==> src/rtl/hack_mem_pkg.sv <==
// Shared widths, Hack memory map constants and the access legality rule
// used by the data-memory arbiter.
package hack_mem_pkg;

    localparam int HACK_ADDR_W = 15;
    localparam int HACK_DATA_W = 16;

    localparam logic [HACK_ADDR_W-1:0] SCREEN_BASE = 15'h4000;
    localparam logic [HACK_ADDR_W-1:0] KBD_ADDR    = 15'h6000;

    // Anything above the keyboard register is unmapped; the keyboard itself
    // is read-only unless the instance explicitly allows writes to it.
    function automatic logic access_legal(
        input logic [HACK_ADDR_W-1:0] addr,
        input logic                   we,
        input logic [HACK_ADDR_W-1:0] kbd_addr,
        input logic                   kbd_writable
    );
        return (addr <= kbd_addr) && !(we && (addr == kbd_addr) && !kbd_writable);
    endfunction

endpackage

==> src/rtl/hack_mem_arbiter_rport.sv <==
// Per-port read-return stage: captures memory data on a granted read and
// presents it with a one-cycle valid pulse; illegal reads return zero.
module hack_mem_arbiter_rport
    import hack_mem_pkg::*;
(
    input  logic                   clk,
    input  logic                   reset,
    input  logic                   rd_en,
    input  logic                   legal,
    input  logic [HACK_DATA_W-1:0] mem_out,
    output logic                   rvalid,
    output logic [HACK_DATA_W-1:0] rdata
);

    logic                   rvalid_reg;
    logic [HACK_DATA_W-1:0] rdata_reg;

    always_ff @(posedge clk) begin
        if (reset) begin
            rvalid_reg <= 1'b0;
            rdata_reg  <= '0;
        end else begin
            rvalid_reg <= rd_en;
            // rdata is sticky between reads so a slow consumer can still see it
            if (rd_en) begin
                rdata_reg <= legal ? mem_out : '0;
            end
        end
    end

    assign rvalid = rvalid_reg;
    assign rdata  = rdata_reg;

endmodule

==> src/rtl/hack_mem_arbiter.sv <==
// Two-port arbiter for the single-port Hack data memory: CPU port A has
// fixed priority, display port B is force-granted after MAX_WAIT denials.
module hack_mem_arbiter
    import hack_mem_pkg::*;
#(
    parameter int                   MAX_WAIT     = 4,
    parameter logic [14:0]          KBD_ADDR     = hack_mem_pkg::KBD_ADDR,
    parameter logic                 KBD_WRITABLE = 1'b0
) (
    input  logic        clk,
    input  logic        reset,
    input  logic        a_req,
    input  logic        a_we,
    input  logic [14:0] a_addr,
    input  logic [15:0] a_wdata,
    output logic        a_gnt,
    output logic        a_rvalid,
    output logic [15:0] a_rdata,
    input  logic        b_req,
    input  logic        b_we,
    input  logic [14:0] b_addr,
    input  logic [15:0] b_wdata,
    output logic        b_gnt,
    output logic        b_rvalid,
    output logic [15:0] b_rdata,
    output logic        err,
    output logic [15:0] mem_addr,
    output logic [15:0] mem_in,
    output logic        mem_ld,
    input  logic [15:0] mem_out
);

    localparam logic [3:0] MAX_WAIT_C = 4'(MAX_WAIT);

    logic [3:0]  wait_cnt_reg;
    logic        err_reg;
    logic        force_b;
    logic        a_sel;
    logic        b_sel;

    // Index 0 is port A, index 1 is port B.
    logic [1:0]                   sel;
    logic [1:0]                   we;
    logic [1:0]                   legal;
    logic [1:0]                   rvalid;
    logic [1:0][HACK_DATA_W-1:0]  rdata;

    assign force_b = b_req && (wait_cnt_reg == MAX_WAIT_C);
    // Nothing is granted while reset is high so no write can slip through.
    assign a_sel   = !reset && a_req && !force_b;
    assign b_sel   = !reset && b_req && (force_b || !a_req);

    assign sel      = {b_sel, a_sel};
    assign we       = {b_we, a_we};
    assign legal[0] = access_legal(a_addr, a_we, KBD_ADDR, KBD_WRITABLE);
    assign legal[1] = access_legal(b_addr, b_we, KBD_ADDR, KBD_WRITABLE);

    assign a_gnt = a_sel;
    assign b_gnt = b_sel;

    // Idle cycles park the bus on port A's values with the load disabled.
    assign mem_addr = {1'b0, (b_sel ? b_addr : a_addr)};
    assign mem_in   = b_sel ? b_wdata : a_wdata;
    assign mem_ld   = |(sel & we & legal);

    always_ff @(posedge clk) begin
        if (reset) begin
            wait_cnt_reg <= '0;
            err_reg      <= 1'b0;
        end else begin
            err_reg <= |(sel & ~legal);
            if (b_req && !b_sel) begin
                wait_cnt_reg <= (wait_cnt_reg == MAX_WAIT_C) ? wait_cnt_reg
                                                             : wait_cnt_reg + 4'd1;
            end else begin
                wait_cnt_reg <= '0;
            end
        end
    end

    assign err = err_reg;

    for (genvar gi = 0; gi < 2; gi++) begin : g_rport
        hack_mem_arbiter_rport u_rport (
            .clk     (clk),
            .reset   (reset),
            .rd_en   (sel[gi] && !we[gi]),
            .legal   (legal[gi]),
            .mem_out (mem_out),
            .rvalid  (rvalid[gi]),
            .rdata   (rdata[gi])
        );
    end

    assign a_rvalid = rvalid[0];
    assign a_rdata  = rdata[0];
    assign b_rvalid = rvalid[1];
    assign b_rdata  = rdata[1];

endmodule

==> config.mk <==
export PLATFORM = sky130hd
export DESIGN_NAME = hack_mem_arbiter
export DESIGN_NICKNAME = d
export VERILOG_FILES = /design/src/rtl/hack_mem_pkg.sv /design/src/rtl/hack_mem_arbiter_rport.sv /design/src/rtl/hack_mem_arbiter.sv
export SDC_FILE = /design/constraint.sdc
export NUM_CORES = 1
export LEC_CHECK = 0
export CORE_MARGIN = 1
export CORE_UTILIZATION = 55
export CTS_BUF_LIST = sky130_fd_sc_hd__clkbuf_4
export DETAILED_ROUTE_END_ITERATION = 16
export DONT_BUFFER_PORTS = 1
export PLACE_DENSITY = 0.75
export REMOVE_ABC_BUFFERS = 1
export SYNTH_ARGS = -nofsm -noshare
export SYNTH_HDL_FRONTEND = slang
export SYNTH_SLANG_ARGS = --single-unit
==> constraint.sdc <==
create_clock -name clk -period 2.2 [get_ports clk]
set_input_delay 0.55 -clock clk [delete_from_list [all_inputs] [get_ports clk]]
set_output_delay 0.55 -clock clk [all_outputs]
set_load 0.01 [all_outputs]
==> results by group, run 1 <==
Detailed routing
  – # DRC: 0
  – WL per Instance: 25.47 µm
  – Vias: 1595
  – First DRT Iteration DRCs: 95
  – DR vias/cell: 6.816
  – 1st-pass router iterations: 4
  – Post-Route WL: between 5000 and 6000 µm
  – Antenna-violating nets left: 0

Final layout
  – Share of layout cells above drive strength 1: 45.74%
  – Max reg flops: 32
  – Non-filler cells, final: 234
  – Area growth syn-to-layout: 22.16%
  – Fill count: 264
  – Antenna Cells: 0
  – Final Util: 70.35%
  – Final instance area: 2366 µm²
  – Nets: 273

STA
  – RSZ-0062 raised after global routing: true
  – Final Hold Fails: 0
  – Fin worst setup slack: -0.1620 ns
  – Clk_skew: 0.01497 ns
  – Max Fclk: 423.4 MHz
  – Final period util: 107.4%
  – Max Slew Vio Count: 0
  – Fin crit period: about 2.4 ns
  – Hold Slack: between 0.3 and 0.4 ns
  – Final setup fails: 32
  – Final TNS setup: -4.820 ns

Floorplanning
  – # rows: 21
  – Starting density of the core: between 50 and 60%
  – Placeable Area: 3363 µm²
  – I/O pin cnt: 154
  – Die extent in y: around 61 µm
  – Width of the die: 61.34 µm
  – Die Area: 3763 µm²

Hold path
  – Worst min path class: in2reg
  – Worst hold start: mem_out[3]

Worst setup path
  – Setup slack on the worst flop-to-flop path: about 0.19 ns
  – Critical Path Start Type: register
  – Worst Path Arrival: about 1.8 ns
  – Worst Path Required: ~1.7 ns
  – Max FO, Critical Path: 7
  – Crit end category: output pin
  – Critical path type: reg2out
  – Crit. Startpoint: wait_cnt_reg[1]$_SDFFE_PP0P_
  – Reg-to-reg critical path startpoint: wait_cnt_reg[1]$_SDFFE_PP0P_

Clock network
  – Post-CTS Hold Fix Bufs: 0
  – CTS Buffer Depth: 2
  – Htree depth: 2
  – CTS tree: done
  – Clock latency on the worst-skew pair: 0.35 ns
  – CTS Buf Count: 5
  – CTS sink count: 39
  – Clock transition at path regs: around 0.12 ns
  – Clk Tree Root Cell: clkbuf_4

Placed design
  – Gp weighted congestion: ~0.85
  – Pre-CTS setup slack: 0.09826 ns
  – DP Cell Count: 216
  – Area after DPL: around 2000 µm²
  – # port buffers: 0
  – DP HPWL: 4244 µm

Power and ir drop
  – Power consumption: 1.361 mW
  – Pwr dens: 575.4 nW/µm²
  – LEAKAGE: a little under 0.9 nW
  – Peak VDD IR: 313.1 µV

Logic synthesis
  – Synth Instances: 173
  – Synth Register Bits: 39
  – Async SR Flop Fraction: 0%
  – Cell taking the most area after synthesis: dfxtp_1
  – Main area contributors after synthesis: dfxtp_1, mux2_2, a32o_1, nor3b_1, a31o_2
  – Most used DFF post-synth: dfxtp_1
  – Synth unique cells: 31
  – Syn avg cell area: 11.20 µm²
  – Register area share after synthesis: 40.31%
  – Synth Cell Area: 1937 µm²
  – Area fraction of the dominant cell type after synthesis: about 40%
  – Yosys warns: 0
  – Post-synth EDFFs: 0

GRT
  – Met2 Usage GRT: a little over half
  – Initial antenna violation count: 0
  – Vias in the first global route: 1639
  – Wire length of the first global-routing pass: 8121 µm
  – Congestion Overflow GR: 0
  – Met3 Resource Use GR: between 10% and 20%
  – Largest net degree at the start of global routing: 28
  – Grt peak-use layer: met2
  – GR Util All Layers: 30.57%
  – Grt met1 use: 35.10%

Job
  – Max Cap Violations: 0

Status
  – Status: complete, but fails checks
  – Failing checks: setup timing
==> repair_timing <==
| action | CTS | global route |
|---|---|---|
| setup buffers | 6 | 2 |
| cloned | 2 | 1 |
| endpoints found under the setup margin | 32 | 33 |
| pin swaps | 2 | 1 |
| resized for setup | 42 | 6 |
==> cell families (layout without fill, tap and decap cells) <==
logic type / after synthesis / count (layout) / share of synthesized area (%)
AND/OR/NAND/NOR: 44 / 44 / 15.37
AO/OA/AOI/OAI: 40 / 40 / 19.44
flip-flops: 39 / 39 / 40.31
multiplexers: 31 / 31 / 18.02
buffers and inverters: 15 / 30 / 4.909
adder cells (fa/ha/maj): 2 / 2 / 1.292
other: 1 / 1 / 0.1936
XOR/XNOR: 1 / 1 / 0.4523
==> report_power, final <==
| group | internal (mW) | total, mW | switching, mW | leakage, nW |
|---|---|---|---|---|
| logic | 0.126 | 0.232 | 0.105 | 0.545 |
| registers | 0.732 | 0.760 | 0.0277 | 0.318 |
| clock network | 0.136 | 0.370 | 0.234 | 0.0317 |
| total | 0.994 | 1.36 | 0.367 | 0.895 |
==> Yosys cell counts, drive strengths merged (2+ instances only) <==
cell	n
dfxtp	39
mux2	31
a31o	18
nor3b	18
a32o	15
buf	11
nor4	6
nor2	5
a21oi	4
inv	3
nand3	3
nand4	3
a211oi	2
ha	2
nand2b	2
==> metal layers <==
| metal | vias up | wire length (µm) |
|---|---|---|
| li1 | 703 | - |
| met4 | 0 | 111 |
| met5 | - | 0 |
| met3 | 11 | 477 |
| met1 | 789 | 2214 |
| met2 | 92 | 3156 |
==> layout make-up <==
type	instances	area [µm²]	share of cell area, %
clock buffers	6	45.04	1.904
clock inverters	2	12.51	0.5288
flip-flops and latches	39	783.3	33.10
well taps	46	57.56	2.433
multi-input cells	119	1219	51.51
inverters	3	11.26	0.4759
repair buffers	19	237.7	10.05
==> layout by cell type (no fill, tap or decap) <==
| master | instances |
|---|---|
| inv_2 | 2 |
| conb_1 | 1 |
| dfxtp_1 | 37 |
| inv_1 | 1 |
| nand4_1 | 3 |
| xnor2_1 | 1 |
| clkbuf_16 | 1 |
| ha_1 | 1 |
| nor2_1 | 4 |
| buf_12 | 4 |
| a32o_2 | 1 |
| a31o_2 | 15 |
| mux2_4 | 31 |
| nor3_1 | 1 |
| a31o_1 | 3 |
| clkinv_2 | 1 |
| dfxtp_2 | 2 |
| nand3_1 | 3 |
| nor4bb_1 | 1 |
| nor2_2 | 1 |
| o21ai_0 | 1 |
| a32o_1 | 14 |
| buf_6 | 2 |
| and3b_4 | 1 |
| nand2_1 | 1 |
| buf_16 | 1 |
| nand3b_4 | 1 |
| a21oi_1 | 2 |
| and2_1 | 1 |
| clkbuf_4 | 6 |
| ha_4 | 1 |
| nor4_1 | 6 |
| a21oi_4 | 2 |
| nand2b_1 | 2 |
| nor3b_1 | 18 |
| nor4b_1 | 1 |
| clkinvlp_4 | 1 |
| buf_4 | 11 |
| a211oi_4 | 2 |
==> worst max-delay path: stages (launching register included) <==
cell and delay [ns]:
dfxtp_2 0.35, inv_2 0.07, ha_4 0.15, nand3b_4 0.09, a21oi_4 0.19, buf_6 0.15, buf_12 0.13, mux2_4 0.33
==> worst paths after layout <==
kind / endpoint / cells past startpoint
setup / recovery: mem_in[3] / 7
hold / removal: g_rport[1].u_rport.rdata[3]$_SDFFE_PP0P_ / 1
setup reg to reg: g_rport[1].u_rport.rdata[0]$_SDFFE_PP0P_ / 9
hold reg to reg: wait_cnt_reg[0]$_SDFFE_PP0P_ / 2
No activity file was read; power rests on OpenSTA's default activity.
==> inputs of run 2 (changes only) <==
- TNS_END_PERCENT: unset -> 1
==> results by group, run 2 (synthesized netlist as in run 1, its figures left out) <==
Status
  – Status: complete, but fails checks (unchanged)
  – Failing checks: setup timing (unchanged)

Worst setup path
  – Cell depth of the worst flop-to-flop path: 8 (was 9)
  – Worst Path Required: 1.65 ns (about the same)
  – R2R Path End: g_rport[1].u_rport.rdata[14]$_SDFFE_PP0P_ (was g_rport[1].u_rport.rdata[0]$_SDFFE_PP0P_)
  – Crit. Startpoint: wait_cnt_reg[1]$_SDFFE_PP0P_ (unchanged)
  – Crit path to: mem_addr[14] (was mem_in[3])
  – Crit path max-delay family: buffers and inverters (was flip-flops)
  – Worst path depth: 7 (unchanged)
  – Critical Path Start Type: register (unchanged)
  – CP bufs+invs: 3 (unchanged)
  – Setup slack on the worst flop-to-flop path: 0.30 ns (was 0.19 ns)
  – Crit end category: output pin (unchanged)
  – Slowest cell on the critical path: dfxtp_2 (unchanged)
  – Worst Path Arrival: 1.83 ns (was 1.81 ns)
  – Reg-to-reg critical path startpoint: wait_cnt_reg[1]$_SDFFE_PP0P_ (unchanged)
  – Max FO, Critical Path: 13 (was 7)
  – Crit-path max cell delay: 0.35 ns (about the same)
  – Cells along the critical path: inv_2 -> ha_4 -> nand3b_4 -> a21oi_4 -> buf_4 -> buf_12 -> mux2_4 (was inv_2 -> ha_4 -> nand3b_4 -> a21oi_4 -> buf_6 -> buf_12 -> mux2_4)
  – Critical path type: reg2out (unchanged)

Placed design
  – DP HPWL: 4244 µm (unchanged)
  – # port buffers: 0 (unchanged)
  – Area after DPL: 2023 µm² (unchanged)
  – Gp weighted congestion: 0.8511 (unchanged)

STA
  – Max Fclk: 421.0 MHz (was 423.4 MHz)
  – Fin worst setup slack: -0.1754 ns (was -0.1620 ns)
  – Final Hold Fails: 0 (unchanged)
  – RSZ-0062 raised after global routing: true (unchanged)
  – Fin crit period: 2.375 ns (was 2.362 ns)
  – Max Slew Vio Count: 0 (unchanged)
  – Clk_skew: 0.01501 ns (was 0.01497 ns)
  – Final period util: 108.0% (was 107.4%)
  – Hold Slack: 0.3332 ns (was 0.3399 ns)
  – Final setup fails: 32 (unchanged)

Floorplanning
  – Die extent in y: 61.34 µm (unchanged)
  – # rows: 21 (unchanged)
  – Width of the die: 61.34 µm (unchanged)
  – Placeable Area: 3363 µm² (unchanged)
  – Starting density of the core: 57.59% (unchanged)
  – I/O pin cnt: 154 (unchanged)
  – Die Area: 3763 µm² (unchanged)

Detailed routing
  – Antenna-violating nets left: 0 (unchanged)
  – # DRC: 0 (unchanged)
  – DR vias/cell: 6.806 (was 6.816)
  – Vias: 1579 (was 1595)
  – First DRT Iteration DRCs: 90 (was 95)
  – 1st-pass router iterations: 4 (unchanged)
  – WL per Instance: 25.44 µm (was 25.47 µm)
  – Post-Route WL: 5901 µm (was 5960 µm)

Power and ir drop
  – Clk pwr share: 27.3% (was 27.1%)
  – Net switching power: 0.3677 mW (was 0.3670 mW)
  – Pwr dens: 581.7 nW/µm² (was 575.4 nW/µm²)
  – Sw frac: 27.04% (was 26.96%)
  – Reg power frac: 55.9% (was 55.8%)
  – LEAKAGE: 0.8821 nW (was 0.8946 nW)
  – Cell Int Power: 0.9920 mW (was 0.9944 mW)
  – Combinational share of power: 16.8% (was 17.0%)
  – Peak VDD IR: 262.9 µV (was 313.1 µV)

Final layout
  – Nets: 271 (was 273)
  – Antenna Cells: 0 (unchanged)
  – Commonest non-fill, non-tap cell in the layout: dfxtp_1 (unchanged)
  – Max reg flops: 32 (unchanged)
  – Area growth syn-to-layout: 20.67% (was 22.16%)
  – Share of layout cells above drive strength 1: 45.16% (was 45.74%)
  – Final instance area: 2337 µm² (was 2366 µm²)
  – Most frequent cells in the layout: dfxtp_1, mux2_4, nor3b_1 (unchanged)
  – Fill count: 268 (was 264)

GRT
  – Wire length of the first global-routing pass: 8121 µm (unchanged)
  – Initial antenna violation count: 0 (unchanged)
  – GR Util All Layers: 30.57% (unchanged)
  – Congestion Overflow GR: 0 (unchanged)
  – Vias in the first global route: 1642 (was 1639)
  – Largest net degree at the start of global routing: 28 (unchanged)

Clock network
  – Htree depth: 2 (unchanged)
  – Clock latency on the worst-skew pair: 0.34 ns (was 0.35 ns)
  – CTS Buf Count: 5 (unchanged)
  – CTS sink count: 39 (unchanged)
  – Clk Tree Root Cell: clkbuf_4 (unchanged)
  – Clock transition at path regs: 0.12 ns (about the same)
  – CTS tree: done (unchanged)
  – CTS Buffer Depth: 2 (unchanged)

Hold path
  – Worst hold start: mem_out[3] (unchanged)
  – Worst min path class: in2reg (unchanged)

Job
  – Max Cap Violations: 0 (unchanged)
## run 2: cell count changes in the layout (fill, tap and decap cells not counted)
cell	previous run	this run
clkbuf_16	1	0
buf_16	1	2
buf_12	4	3
buf_6	2	1
## run 2: worst min path at each step
stage	to	slack, ns	depth (start not counted)
finish	g_rport[1].u_rport.rdata[3]$_SDFFE_PP0P_	0.33	1
global route	g_rport[0].u_rport.rdata[4]$_SDFFE_PP0P_	0.32	1
CTS	wait_cnt_reg[3]$_SDFFE_PP0P_	0.33	2
detailed placement	wait_cnt_reg[0]$_SDFFE_PP0P_	0.50	1
global placement	wait_cnt_reg[0]$_SDFFE_PP0P_	0.47	1
floorplan	wait_cnt_reg[0]$_SDFFE_PP0P_	0.45	1
## run 2: power by group through the flow
stage	clock network (mW)	logic [mW]	registers [mW]
after detailed placement	0	0.177	0.777
after global routing	0.410	0.239	0.764
after global placement	0	0.172	0.775
final	0.372	0.228	0.760
after floorplan	0	0.137	0.771
after CTS	0.372	0.223	0.760
## run 2: metal layers
metal  up-vias  GRT usage, %  wire length [µm]
met3        11         10.71               513
met2        94         52.95              3085
met4         0         10.48               112
met1       779         35.10              2190
li1        695             -                 -
met5         -             0                 0
## run 2: through the flow
stage	setup slack [ns]	setup TNS [ns]	instances	util [%]	power, mW
5_1_grt	-0.2341	-6.842	232	69.49	1.413
6_report	-0.1754	-4.868	232	69.49	1.360
3_5_place_dp	0.09826	0	216	60.16	0.9536
3_3_place_gp	0.1164	0	216	60.16	0.9478
2_1_floorplan	-0.5324	-17.07	161	-	0.9085
4_1_cts	-0.1116	-2.960	232	69.16	1.356
## run 2: cell type report
cell class | count | area [µm²] | area share, %
timing repair buffer | 17 | 209.0 | 8.940
clock buffer | 6 | 45.04 | 1.927
multi-input combinational | 119 | 1219 | 52.14
inverter | 3 | 11.26 | 0.4818
clock inverter | 2 | 12.51 | 0.5353
tap | 46 | 57.56 | 2.463
sequential | 39 | 783.3 | 33.51
## run 2: timing repair
action | in CTS | in global routing
pin swaps | 2 | 0
setup endpoints to repair | 32 | 33
gates cloned | 2 | 0
resized for setup | 42 | 2
buffers inserted | 6 | 0
hold buffers | 0 | 0
## run 2: worst reg2reg max path, stage by stage (launching register included)
cell and delay (ns):
dfxtp_2 0.35, inv_2 0.07, ha_4 0.15, nand3b_4 0.09, buf_4 0.16, a211oi_4 0.27
buf_4 0.33, nor2_2 0.15, a32o_1 0.23
==> inputs of run 3 (changes only) <==
- SYNTH_HIERARCHICAL: unset -> 1
==> results by group, run 3 <==
Floorplanning
  – Width of the die: 63.38 µm (was 61.34 µm)
  – Die extent in y: 63.38 µm (was 61.34 µm)
  – Placeable Area: 3468 µm² (was 3363 µm²)
  – Die Area: 4016 µm² (was 3763 µm²)
  – I/O pin cnt: 154 (unchanged)
  – # rows: 21 (unchanged)
  – Starting density of the core: 59.74% (was 57.59%)

Detailed routing
  – Vias: 1710 (was 1579)
  – First DRT Iteration DRCs: 121 (was 90)
  – DR vias/cell: 6.151 (was 6.806)
  – 1st-pass router iterations: 4 (unchanged)
  – Post-Route WL: 5827 µm (was 5901 µm)
  – WL per Instance: 20.96 µm (was 25.44 µm)
  – Antenna-violating nets left: 0 (unchanged)
  – # DRC: 0 (unchanged)

Worst setup path
  – Slowest cell on the critical path: dfxtp_2 (unchanged)
  – Critical Path Start Type: register (unchanged)
  – Max FO, Critical Path: 9 (was 13)
  – Critical path type: reg2out (unchanged)
  – Setup slack on the worst flop-to-flop path: 0.25 ns (was 0.30 ns)
  – Worst Path Required: 1.65 ns (about the same)
  – Worst Path Arrival: 1.92 ns (was 1.83 ns)
  – Crit end category: output pin (unchanged)
  – Cells along the critical path: inv_2 -> ha_4 -> nand3b_4 -> a211oi_4 -> buf_6 -> buf_12 -> mux2_4 (was inv_2 -> ha_4 -> nand3b_4 -> a21oi_4 -> buf_4 -> buf_12 -> mux2_4)
  – CP bufs+invs: 3 (unchanged)
  – Crit path max-delay family: buffers and inverters (unchanged)
  – Crit-path max cell delay: 0.34 ns (was 0.35 ns)

Clock network
  – CTS tree: done (unchanged)
  – Clock transition at path regs: 0.12 ns (about the same)
  – Post-CTS Hold Fix Bufs: 0 (unchanged)
  – CTS sink count: 39 (unchanged)
  – CTS Buffer Depth: 2 (unchanged)
  – CTS Buf Count: 5 (unchanged)
  – Clk Tree Root Cell: clkbuf_4 (unchanged)
  – Clock latency on the worst-skew pair: 0.34 ns (about the same)
  – Htree depth: 2 (unchanged)

Logic synthesis
  – Most frequent cell after synthesis: dfxtp_1 (unchanged)
  – Synth Cell Area: 2072 µm² (was 1937 µm²)
  – Synth Register Bits: 39 (unchanged)
  – Synth cell count leaders: dfxtp_1, nand3_1, a21oi_1, nand2b_1, mux2_2 (was dfxtp_1, mux2_2, nor3b_1)
  – Area fraction of the dominant cell type after synthesis: 37.68% (was 40.31%)
  – Post-synth EDFFs: 0 (unchanged)
  – Synth Instances: 226 (was 173)
  – Async SR Flop Fraction: 0% (unchanged)
  – Yosys warns: 6 (was 0)
  – Synth unique cells: 27 (was 31)
  – Cell taking the most area after synthesis: dfxtp_1 (unchanged)
  – Syn avg cell area: 9.168 µm² (was 11.20 µm²)
  – Register area share after synthesis: 37.68% (was 40.31%)
  – Main area contributors after synthesis: dfxtp_1, mux2_2, nand2b_1, nand3_1, a21oi_1 (was dfxtp_1, mux2_2, a32o_1, nor3b_1, a31o_2)
  – Most used DFF post-synth: dfxtp_1 (unchanged)

STA
  – Fin worst setup slack: -0.2721 ns (was -0.1754 ns)
  – RSZ-0062 raised after global routing: true (unchanged)
  – Final setup fails: 32 (unchanged)
  – Final period util: 112.4% (was 108.0%)
  – Final TNS setup: -8.018 ns (was -4.868 ns)
  – Max Slew Vio Count: 0 (unchanged)
  – Final Hold Fails: 0 (unchanged)
  – Max Fclk: 404.5 MHz (was 421.0 MHz)
  – Hold Slack: 0.2575 ns (was 0.3332 ns)
  – Clk_skew: 0.009253 ns (was 0.01501 ns)
  – Fin crit period: 2.472 ns (was 2.375 ns)

GRT
  – GR Util All Layers: 28.17% (was 30.57%)
  – Met2 Usage GRT: 47.74% (was 52.95%)
  – Grt peak-use layer: met2 (unchanged)
  – Largest net degree at the start of global routing: 37 (was 28)
  – Wire length of the first global-routing pass: 8652 µm (was 8121 µm)
  – Met3 Resource Use GR: 10.51% (was 10.71%)
  – Initial antenna violation count: 0 (unchanged)
  – Grt met1 use: 33.97% (was 35.10%)
  – Vias in the first global route: 1674 (was 1642)
  – Congestion Overflow GR: 0 (unchanged)

Final layout
  – Area growth syn-to-layout: 14.37% (was 20.67%)
  – Antenna Cells: 0 (unchanged)
  – Most frequent cells in the layout: dfxtp_1, nand3_1, nand2b_1, a21oi_1, mux2_4 (was dfxtp_1, mux2_4, nor3b_1)
  – Final Util: 68.33% (was 69.49%)
  – Share of layout cells above drive strength 1: 26.72% (was 45.16%)
  – Commonest non-fill, non-tap cell in the layout: dfxtp_1 (unchanged)
  – Max reg flops: 32 (unchanged)
  – Final instance area: 2370 µm² (was 2337 µm²)
  – Nets: 317 (was 271)
  – Non-filler cells, final: 278 (was 232)

Power and ir drop
  – Peak VDD IR: 413.5 µV (was 262.9 µV)
  – LEAKAGE: 0.8738 nW (was 0.8821 nW)
  – Pwr dens: 598.6 nW/µm² (was 581.7 nW/µm²)
  – Power consumption: 1.419 mW (was 1.360 mW)

Placed design
  – DP HPWL: 4009 µm (was 4244 µm)
  – # port buffers: 0 (unchanged)
  – Pre-CTS setup slack: 0.004466 ns (was 0.09826 ns)
  – Area after DPL: 2058 µm² (was 2023 µm²)
  – Gp weighted congestion: 0.9378 (was 0.8511)
  – DP Cell Count: 263 (was 216)

Hold path
  – Worst min path class: in2reg (unchanged)

Status
  – Status: complete, but fails checks (unchanged)
  – Failing checks: setup timing (unchanged)

Job
  – Max Cap Violations: 0 (unchanged)
## run 3: area by class of cell
type | instances | area [µm²]
well taps | 46 | 57.56
clock buffers | 5 | 37.54
multi-input cells | 164 | 1251
clock inverters | 3 | 38.79
fillers | 276 | 1099
inverters | 5 | 18.77
flip-flops and latches | 39 | 782.0
repair buffers | 16 | 183.9
## run 3: timing repair
action | in CTS | in global routing
gates cloned | 2 | 0
endpoints found under the setup margin | 33 | 33
buffers inserted | 5 | 0
resized for setup | 43 | 0
pin swaps | 3 | 0
## run 3: logic make-up after synthesis
kind of cell	share of synthesized area, %
AOI/OAI and AO/OA	10.39
muxes	16.85
adders and majority gates	1.208
DFF	37.68
and+or+nand+nor	25.36
buffers and inverters	8.334
other	0.1810
## run 3: worst register-to-register path, cell delays in order, from the launching register on
cell	delay, ns
dfxtp_2	0.34
inv_2	0.06
ha_4	0.15
nand3b_4	0.09
a211oi_4	0.29
buf_4	0.16
buf_6	0.11
inv_1	0.05
nor2_1	0.12
buf_4	0.25
nand3_1	0.10
a21oi_1	0.17
## run 3: layer usage
metal	part of all wire [%]	vias to the layer above
li1	-	798
met1	39	820
met2	50	86
met3	9.8	6
met4	0.77	0
met5	0	-
## run 3: worst paths after layout
| check | cells past startpoint | from | to |
|---|---|---|---|
| max | 7 | wait_cnt_reg[1]$_SDFFE_PP0P_ | mem_in[10] |
| min | 1 | reset | g_rport[1].u_rport/rdata[8]$_SDFFE_PP0P_ |
| max reg2reg | 11 | wait_cnt_reg[1]$_SDFFE_PP0P_ | g_rport[1].u_rport/rdata[10]$_SDFFE_PP0P_ |
| min reg2reg | 2 | g_rport[0].u_rport/rdata[0]$_SDFFE_PP0P_ | g_rport[0].u_rport/rdata[0]$_SDFFE_PP0P_ |
## run 3: power by group
| group | internal (mW) | leakage (nW) | total, mW | switching (mW) |
|---|---|---|---|---|
| combinational | 0.110 | 0.515 | 0.208 | 0.0983 |
| clock | 0.234 | 0.0426 | 0.471 | 0.238 |
| sequential | 0.722 | 0.316 | 0.739 | 0.0172 |
